### src/rtl/ula_ctrl_if.sv
// Handshake, operand-stack and ALU bus between ula_ctrl (master) and its environment (slave).
interface ula_ctrl_if #(parameter int DATA_SIZE = 11);
  logic                 start;
  logic [3:0]           opcode;
  logic                 busy;
  logic                 done;
  logic [1:0]           err_code;
  logic                 stk_empty;
  logic [DATA_SIZE-1:0] stk_top;
  logic                 stk_pop;
  logic                 stk_push;
  logic [DATA_SIZE-1:0] stk_wdata;
  logic [3:0]           ula_opcode;
  logic [DATA_SIZE-1:0] ula_a;
  logic [DATA_SIZE-1:0] ula_b;
  logic [DATA_SIZE-1:0] ula_out;

  modport master (
    input  start, opcode, stk_empty, stk_top, ula_out,
    output busy, done, err_code, stk_pop, stk_push, stk_wdata, ula_opcode, ula_a, ula_b
  );

  modport slave (
    output start, opcode, stk_empty, stk_top, ula_out,
    input  busy, done, err_code, stk_pop, stk_push, stk_wdata, ula_opcode, ula_a, ula_b
  );
endinterface

### src/rtl/ula_ctrl.sv
// Stack-machine sequencer for one ula instruction: pop B, pop A, execute, push result.
// Error paths (illegal opcode, underflow, divide by zero) short-circuit to DONE.
module ula_ctrl #(
  parameter int DATA_SIZE = 11
) (
  input logic        clk,
  input logic        rst_n,
  ula_ctrl_if.master bus
);

  localparam logic [3:0] OP_ADD = 4'd4;
  localparam logic [3:0] OP_DIV = 4'd7;
  localparam logic [3:0] OP_CMP = 4'd12;
  localparam logic [3:0] OP_NOT = 4'd13;

  localparam logic [1:0] ERR_NONE      = 2'd0;
  localparam logic [1:0] ERR_ILLEGAL   = 2'd1;
  localparam logic [1:0] ERR_UNDERFLOW = 2'd2;
  localparam logic [1:0] ERR_DIVZERO   = 2'd3;

  typedef enum logic [2:0] {
    IDLE, POP_B, POP_A, EXEC, PUSH, DONE
  } state_t;

  state_t               state;
  logic [3:0]           op_q;
  logic [DATA_SIZE-1:0] a_q;
  logic [DATA_SIZE-1:0] b_q;
  logic [DATA_SIZE-1:0] res_q;
  logic [1:0]           err_q;

  always_ff @(posedge clk) begin
    if (!rst_n) begin
      state <= IDLE;
      op_q  <= '0;
      a_q   <= '0;
      b_q   <= '0;
      res_q <= '0;
      err_q <= ERR_NONE;
    end else begin
      case (state)
        IDLE: begin
          if (bus.start) begin
            op_q  <= bus.opcode;
            err_q <= ERR_NONE;
            // NOT skips POP_B, so B must read as zero for it
            b_q   <= '0;
            if (bus.opcode >= OP_ADD && bus.opcode <= OP_CMP) begin
              state <= POP_B;
            end else if (bus.opcode == OP_NOT) begin
              state <= POP_A;
            end else begin
              err_q <= ERR_ILLEGAL;
              state <= DONE;
            end
          end
        end
        POP_B: begin
          if (bus.stk_empty) begin
            err_q <= ERR_UNDERFLOW;
            state <= DONE;
          end else begin
            b_q   <= bus.stk_top;
            state <= POP_A;
          end
        end
        POP_A: begin
          if (bus.stk_empty) begin
            err_q <= ERR_UNDERFLOW;
            state <= DONE;
          end else begin
            a_q   <= bus.stk_top;
            state <= EXEC;
          end
        end
        EXEC: begin
          if (op_q == OP_DIV && b_q == '0) begin
            err_q <= ERR_DIVZERO;
            state <= DONE;
          end else begin
            res_q <= bus.ula_out;
            state <= PUSH;
          end
        end
        PUSH:    state <= DONE;
        DONE:    state <= IDLE;
        default: state <= IDLE;
      endcase
    end
  end

  // Pop must coincide with the cycle that captures stk_top, so it is
  // decoded from state plus the stack's own empty flag, never from start.
  assign bus.stk_pop    = (state == POP_B || state == POP_A) && !bus.stk_empty;
  assign bus.stk_push   = (state == PUSH);
  assign bus.stk_wdata  = res_q;
  assign bus.busy       = (state != IDLE);
  assign bus.done       = (state == DONE);
  assign bus.err_code   = err_q;
  assign bus.ula_opcode = op_q;
  assign bus.ula_a      = a_q;
  assign bus.ula_b      = b_q;

endmodule

### src/flat_wrapper.sv
// flat-port wrapper written by rule: the top's interface ports become plain ports
module ula_ctrl_flat 
#(
  parameter int DATA_SIZE = 11
)
  (clk, rst_n, bus_start, bus_opcode, bus_stk_empty, bus_stk_top, bus_ula_out, bus_busy, bus_done, bus_err_code, bus_stk_pop, bus_stk_push, bus_stk_wdata, bus_ula_opcode, bus_ula_a, bus_ula_b);
  ula_ctrl_if #(.DATA_SIZE(DATA_SIZE)) bus_i ();
  input logic clk;
  input logic rst_n;
  input wire logic [$bits(bus_i.start)-1:0] bus_start;
  input wire logic [$bits(bus_i.opcode)-1:0] bus_opcode;
  input wire logic [$bits(bus_i.stk_empty)-1:0] bus_stk_empty;
  input wire logic [$bits(bus_i.stk_top)-1:0] bus_stk_top;
  input wire logic [$bits(bus_i.ula_out)-1:0] bus_ula_out;
  output wire logic [$bits(bus_i.busy)-1:0] bus_busy;
  output wire logic [$bits(bus_i.done)-1:0] bus_done;
  output wire logic [$bits(bus_i.err_code)-1:0] bus_err_code;
  output wire logic [$bits(bus_i.stk_pop)-1:0] bus_stk_pop;
  output wire logic [$bits(bus_i.stk_push)-1:0] bus_stk_push;
  output wire logic [$bits(bus_i.stk_wdata)-1:0] bus_stk_wdata;
  output wire logic [$bits(bus_i.ula_opcode)-1:0] bus_ula_opcode;
  output wire logic [$bits(bus_i.ula_a)-1:0] bus_ula_a;
  output wire logic [$bits(bus_i.ula_b)-1:0] bus_ula_b;
  assign bus_i.start = bus_start;
  assign bus_i.opcode = bus_opcode;
  assign bus_i.stk_empty = bus_stk_empty;
  assign bus_i.stk_top = bus_stk_top;
  assign bus_i.ula_out = bus_ula_out;
  assign bus_busy = bus_i.busy;
  assign bus_done = bus_i.done;
  assign bus_err_code = bus_i.err_code;
  assign bus_stk_pop = bus_i.stk_pop;
  assign bus_stk_push = bus_i.stk_push;
  assign bus_stk_wdata = bus_i.stk_wdata;
  assign bus_ula_opcode = bus_i.ula_opcode;
  assign bus_ula_a = bus_i.ula_a;
  assign bus_ula_b = bus_i.ula_b;
  ula_ctrl #(.DATA_SIZE(DATA_SIZE)) u_core (.clk(clk), .rst_n(rst_n), .bus(bus_i));
endmodule
### config.mk
export PLATFORM = sky130hd
export DESIGN_NAME = ula_ctrl_flat
export DESIGN_NICKNAME = d
export VERILOG_FILES = /design/src/rtl/ula_ctrl_if.sv /design/src/rtl/ula_ctrl.sv /design/src/flat_wrapper.sv
export SDC_FILE = /design/constraint.sdc
export NUM_CORES = 1
export LEC_CHECK = 0
export CAP_MARGIN = 40
export CORE_ASPECT_RATIO = 1.1
export CORE_MARGIN = 2
export CORE_UTILIZATION = 47
export DETAILED_ROUTE_END_ITERATION = 10
export GPL_TIMING_DRIVEN = 0
export PLACE_DENSITY = 0.84
export RECOVER_POWER = 25
export SYNTH_ARGS = -nofsm -noshare
export SYNTH_HDL_FRONTEND = slang
export SYNTH_SLANG_ARGS = --single-unit
### constraint.sdc
create_clock -name clk -period 4.9 [get_ports clk]
set_input_delay 0.98 -clock clk [delete_from_list [all_inputs] [get_ports clk]]
set_output_delay 0.98 -clock clk [all_outputs]
set_load 0.02 [all_outputs]
; After elaboration in Yosys (flattened, before gate mapping)
; Index checks and enable logic that the tools add are counted.
[word_totals]
reg_bits = 42
inputBits = 30
output_inout_bits = 43
word_cells = 53
[op_classes]
order_cmp = 2
eq_ne = 11
n_mux = 16
bitwise = 2
n_reduce_logical = 16
[op_table]
columns = cell, count
row1 = $mux 11, 2
row2 = $pmux 11 s2, 1
row3 = $mux 3, 5
row4 = $pmux 3 s5, 1
row5 = $logic_not 11->1, 1
row6 = $mux 2, 4
row7 = $eq 3x2->1 const B, 2
row8 = $eq 3x3->1 const B, 2
row9 = $pmux 2 s3, 1
row10 = $reduce_and 2->1, 3
row11 = $reduce_bool 3->1, 2
row12 = $eq 4x3->1 const B, 1
row13 = $eq 4x4->1 const B, 1
row14 = $ge 4x3->1 const B, 1
row15 = $le 4x4->1 const B, 1
row16 = $ne 2x1->1 const B, 2
row17 = $ne 2x2->1 const B, 2
row18 = $reduce_and 4->1, 1
row19 = $eq 3x1->1 const B, 1
row20 = $logic_and 1x1->1, 3
row21 = $logic_not 3->1, 1
row22 = $reduce_and 3->1, 1
row23 = $mux 1, 2
row24 = $not 1->1, 2
row25 = 4 further kinds, 4

; Depth between registers and ports, before layout
[logic_depth]
word_depth = 5
depth_mapped = 7
depth_no_buf = 4

; Worst setup path before layout
; Ideal clock, no wire load.
[synth_timing]
path_kind = input port to output port
startpoint = in bus_stk_empty
endpoint = out bus_stk_pop
arrival_ns = 1.923
required_ns = 3.920
setup_slack_ns = 1.997
stages = 3
n_path_buf = 2
cell_sequence = clkbuf_1 -> buf_1 -> o21ai_0
[synth_between]
elab_chain_cells = 2
[synth_rtl]
columns = element, line_no
row1 = "start, declared", flat_wrapper.sv:12  ; input wire logic [$bits(bus_i.stk_empty)-1:0] bus_stk_empty;
row2 = $logic_not 1->1, ula_ctrl.sv:94  ; assign bus.stk_pop = (state == POP_B || state == POP_A) && !bus.stk_empty;
row3 = $logic_and 1x1->1, ula_ctrl.sv:94
row4 = "end, declared", flat_wrapper.sv:18  ; output wire logic [$bits(bus_i.stk_pop)-1:0] bus_stk_pop;
; Every way passes these cells.

; Worst setup path after layout
[layout_timing]
startpoint = reg u_core.state[1]
endpoint = out bus_stk_pop
[layout_between]
elab_chain_cells = 3
elab_cells_between_ends = 4
[layout_rtl]
columns = element, line_no
row1 = "start, declared", ula_ctrl.sv:25  ; state_t state;
row2 = "start signal, assigned", ula_ctrl.sv:34  ; state <= IDLE;
row3 = "start signal, assigned", ula_ctrl.sv:49  ; state <= POP_B;
row4 = "start signal, assigned", ula_ctrl.sv:51  ; state <= POP_A;
row5 = $eq 3x1->1 / $eq 3x2->1 (equally long branches), ula_ctrl.sv:94
row6 = $logic_or 1x1->1 *, ula_ctrl.sv:94
row7 = $logic_and 1x1->1 *, ula_ctrl.sv:94
; Mark *: on every way between the ends. The rest lies on a longest branch, timed or not.

==> results.sh <==
export IMPL_cts_hold_buf=0
export IMPL_synth_cell_types=37
export IMPL_leakage_uw=0.00101
export IMPL_fin_skew_ns=0.00511
export IMPL_critPathMaxFanout=10
export IMPL_start_util_pct=49.2
export IMPL_grt_busiest_layer="met2"
export IMPL_setup_slack_ns=1.43
export IMPL_synthTopCellsByCount="48 x nand2_1, 42 x dfxtp_1, 17 x nor2b_1"
export IMPL_syn_area_sq_um=1970
export IMPL_clock_path_buffers=2
export IMPL_crit_arrival_ns=2.49
export IMPL_final_min_clock_period_ns=3.47
export IMPL_ioPinCount=73
export IMPL_final_max_slew_viol_count=0
export IMPL_rows=24
export IMPL_status="finished clean"
export IMPL_seqPwrFrac_pct=44.1
export IMPL_numCtsBuffers=5
export IMPL_reg2reg_depth=5
export IMPL_grt_max_degree=12
export IMPL_relSlewSlack_pct=42.9
export IMPL_root_buffer="clkbuf_8"
export IMPL_drv_cap=0
export IMPL_area_growth_syn_to_layout_pct=42.0
export IMPL_hold_violations=0
export IMPL_whs_ns=0.458
export IMPL_async_flop_share_pct=0
export IMPL_synth_seq_area_share_pct=42.7
export IMPL_wl_microns=4750
export IMPL_met3_usage_pct=8.32
export IMPL_power_switching_uw=269
export IMPL_clk_pin_slew_worst_paths_ns=0.08
export IMPL_firstDrtPassIters=4
export IMPL_fin_tns_setup_ns=0
export IMPL_fp_coreArea_sq_um=3990
export IMPL_ant_nets=0
export IMPL_fillCellCount=332
export IMPL_die_area_sq_um=4720
export IMPL_worst_pin_slew_ns=0.848
export IMPL_worstHoldPathCells=2
export IMPL_viasPerCell=5.15
export IMPL_final_util_pct=69.9
export IMPL_grt_use_total_pct=22.3
export IMPL_drive_gt1_share_pct=4.53
export IMPL_place_gp_congestion=0.797
export IMPL_netlist_instances=233
export IMPL_yosysTopAreaCellShare_pct=42.7
export IMPL_rsz0062_at_grt="no"
export IMPL_clock_power_share_pct=25.0
export IMPL_postCtsSetupBuffers=0
export IMPL_drc=0
export IMPL_fmax_ghz=0.288
export IMPL_grt_overflow=0
export IMPL_combPwrFrac_pct=30.9
export IMPL_first_iter_violations=88
export IMPL_post_dp_hpwl_microns=3620
export IMPL_die_h_microns=71.9
export IMPL_r2r_slack_ns=2.47
export IMPL_fin_crit_sh_pct=70.8
export IMPL_grt_pass1_wl_microns=8130
export IMPL_wl_per_cell_microns=13.2
export IMPL_grtUsageMet2_pct=35.6
export IMPL_antenna_found_initial=0
export IMPL_portBuffers=70
export IMPL_post_cts_resized=0
export IMPL_vias=1860
export IMPL_grt_pass1_vias=1771
export IMPL_power_internal_uw=604
export IMPL_synth_top_area_cell="dfxtp_1"
export IMPL_cts_htree_levels=2
export IMPL_yosys_warnings=0
export IMPL_yosysMostFrequentCell="nand2_1"
export IMPL_switching_share_pct=30.9
export IMPL_hold_path_class="register to register"
export IMPL_insertion_delay_ns=0.29
export IMPL_synth_ff_type="dfxtp_1"
export IMPL_crit_type="register to primary output"
export IMPL_ir_drop_v=0.000179
export IMPL_cts_sinks=42
export IMPL_die_w_microns=65.7
export IMPL_grt_use_met1_pct=27.5
export IMPL_synth_area_leaders="dfxtp_1 43%, nand2_1 9.2%, mux2i_1 8.1%"
export IMPL_synthesis_nets=263
export IMPL_diodes=0
export IMPL_powerDensity_nw_per_um2=313
export IMPL_finalSetupViolations=0
export IMPL_startpoint_type="register"
export IMPL_synth_edff_count=0
export IMPL_pre_cts_ws_ns=1.45
export IMPL_total_power_uw=873
export IMPL_cp_end_kind="primary output"
export IMPL_layout_nets=340
export IMPL_syn_area_per_cell_sq_um=8.44
export IMPL_yosys_register_bits=42
export IMPL_tritoncts="done"
export IMPL_cp_required_ns=3.92
==> layer usage <==
| layer | vias to the layer above | share of wire, % |
|---|---|---|
| met5 | - | 0 |
| met4 | 0 | 2.0 |
| met3 | 9 | 8.3 |
| met2 | 69 | 46 |
| met1 | 844 | 43 |
| li1 | 938 | - |
==> power by group through the flow <==
stage	clock network (uW)	logic, uW	registers (uW)
6_report	218	270	385
4_1_cts	223	274	384
3_3_place_gp	0	270	391
3_5_place_dp	0	273	392
5_1_grt	239	294	388
2_1_floorplan	0	144	413
==> metrics by stage <==
step / instances / area, sq um
3_5_place_dp: 355 / 2730
2_1_floorplan: 233 / 1970
5_1_grt: 361 / 2790
4_1_cts: 361 / 2820
6_report: 361 / 2790
3_3_place_gp: 355 / 2730
==> registers in the layout (all words and copies together), names as in the netlist <==
| signal | cells |
|---|---|
| u_core.bus.ula_opcode | 4 |
| u_core.bus.ula_a | 11 |
| u_core.state | 3 |
| u_core.bus.err_code | 2 |
| u_core.bus.ula_b | 11 |
| u_core.bus.stk_wdata | 11 |
==> cell usage in the layout (no fill, tap or decap), types with 3 or more instances in the layout <==
cell	instances
mux2i_1	16
nor3b_1	5
nor2_1	4
nand2_1	48
nor2b_1	17
clkbuf_1	16
clkbuf_8	6
nand3_1	3
a21boi_0	11
inv_1	12
dfxtp_1	42
a211oi_1	12
o21ai_0	4
clkdlybuf4s50_1	70
a21oi_1	15
==> worst max-delay path: stages, from the launching register on <==
cell             delay (ns)
dfxtp_1                0.30
buf_2                  0.15
or3b_2                 0.50
clkbuf_1               0.24
o21ai_0                0.33
clkdlybuf4s50_1        0.67
==> cells by family after synthesis <==
group           after synthesis  share of synthesized area [%]
buf+inv                      31                           6.81
compound gates               48                           16.2
simple gates                 96                           26.1
flops                        42                           42.7
mux                          16                           8.14
==> cell type report <==
cell class | count | area [sq um] | area share (%)
Multi-Input combinational cell | 160 | 977 | 35.0
Sequential cell | 42 | 841 | 30.1
Timing Repair Buffer | 70 | 701 | 25.1
Clock buffer | 6 | 82.6 | 2.96
Buffer | 19 | 81.3 | 2.91
Tap cell | 52 | 65.1 | 2.33
Inverter | 12 | 45.0 | 1.61
==> worst paths after layout <==
kind	startpoint	endpoint
max reg2reg	u_core.bus.ula_opcode[3]	u_core.bus.stk_wdata[5]
min reg2reg	u_core.bus.stk_wdata[7]	u_core.bus.stk_wdata[7]
max	u_core.state[1]	bus_stk_pop
min	u_core.bus.stk_wdata[7]	u_core.bus.stk_wdata[7]
Power figures use the tool's default switching activity.
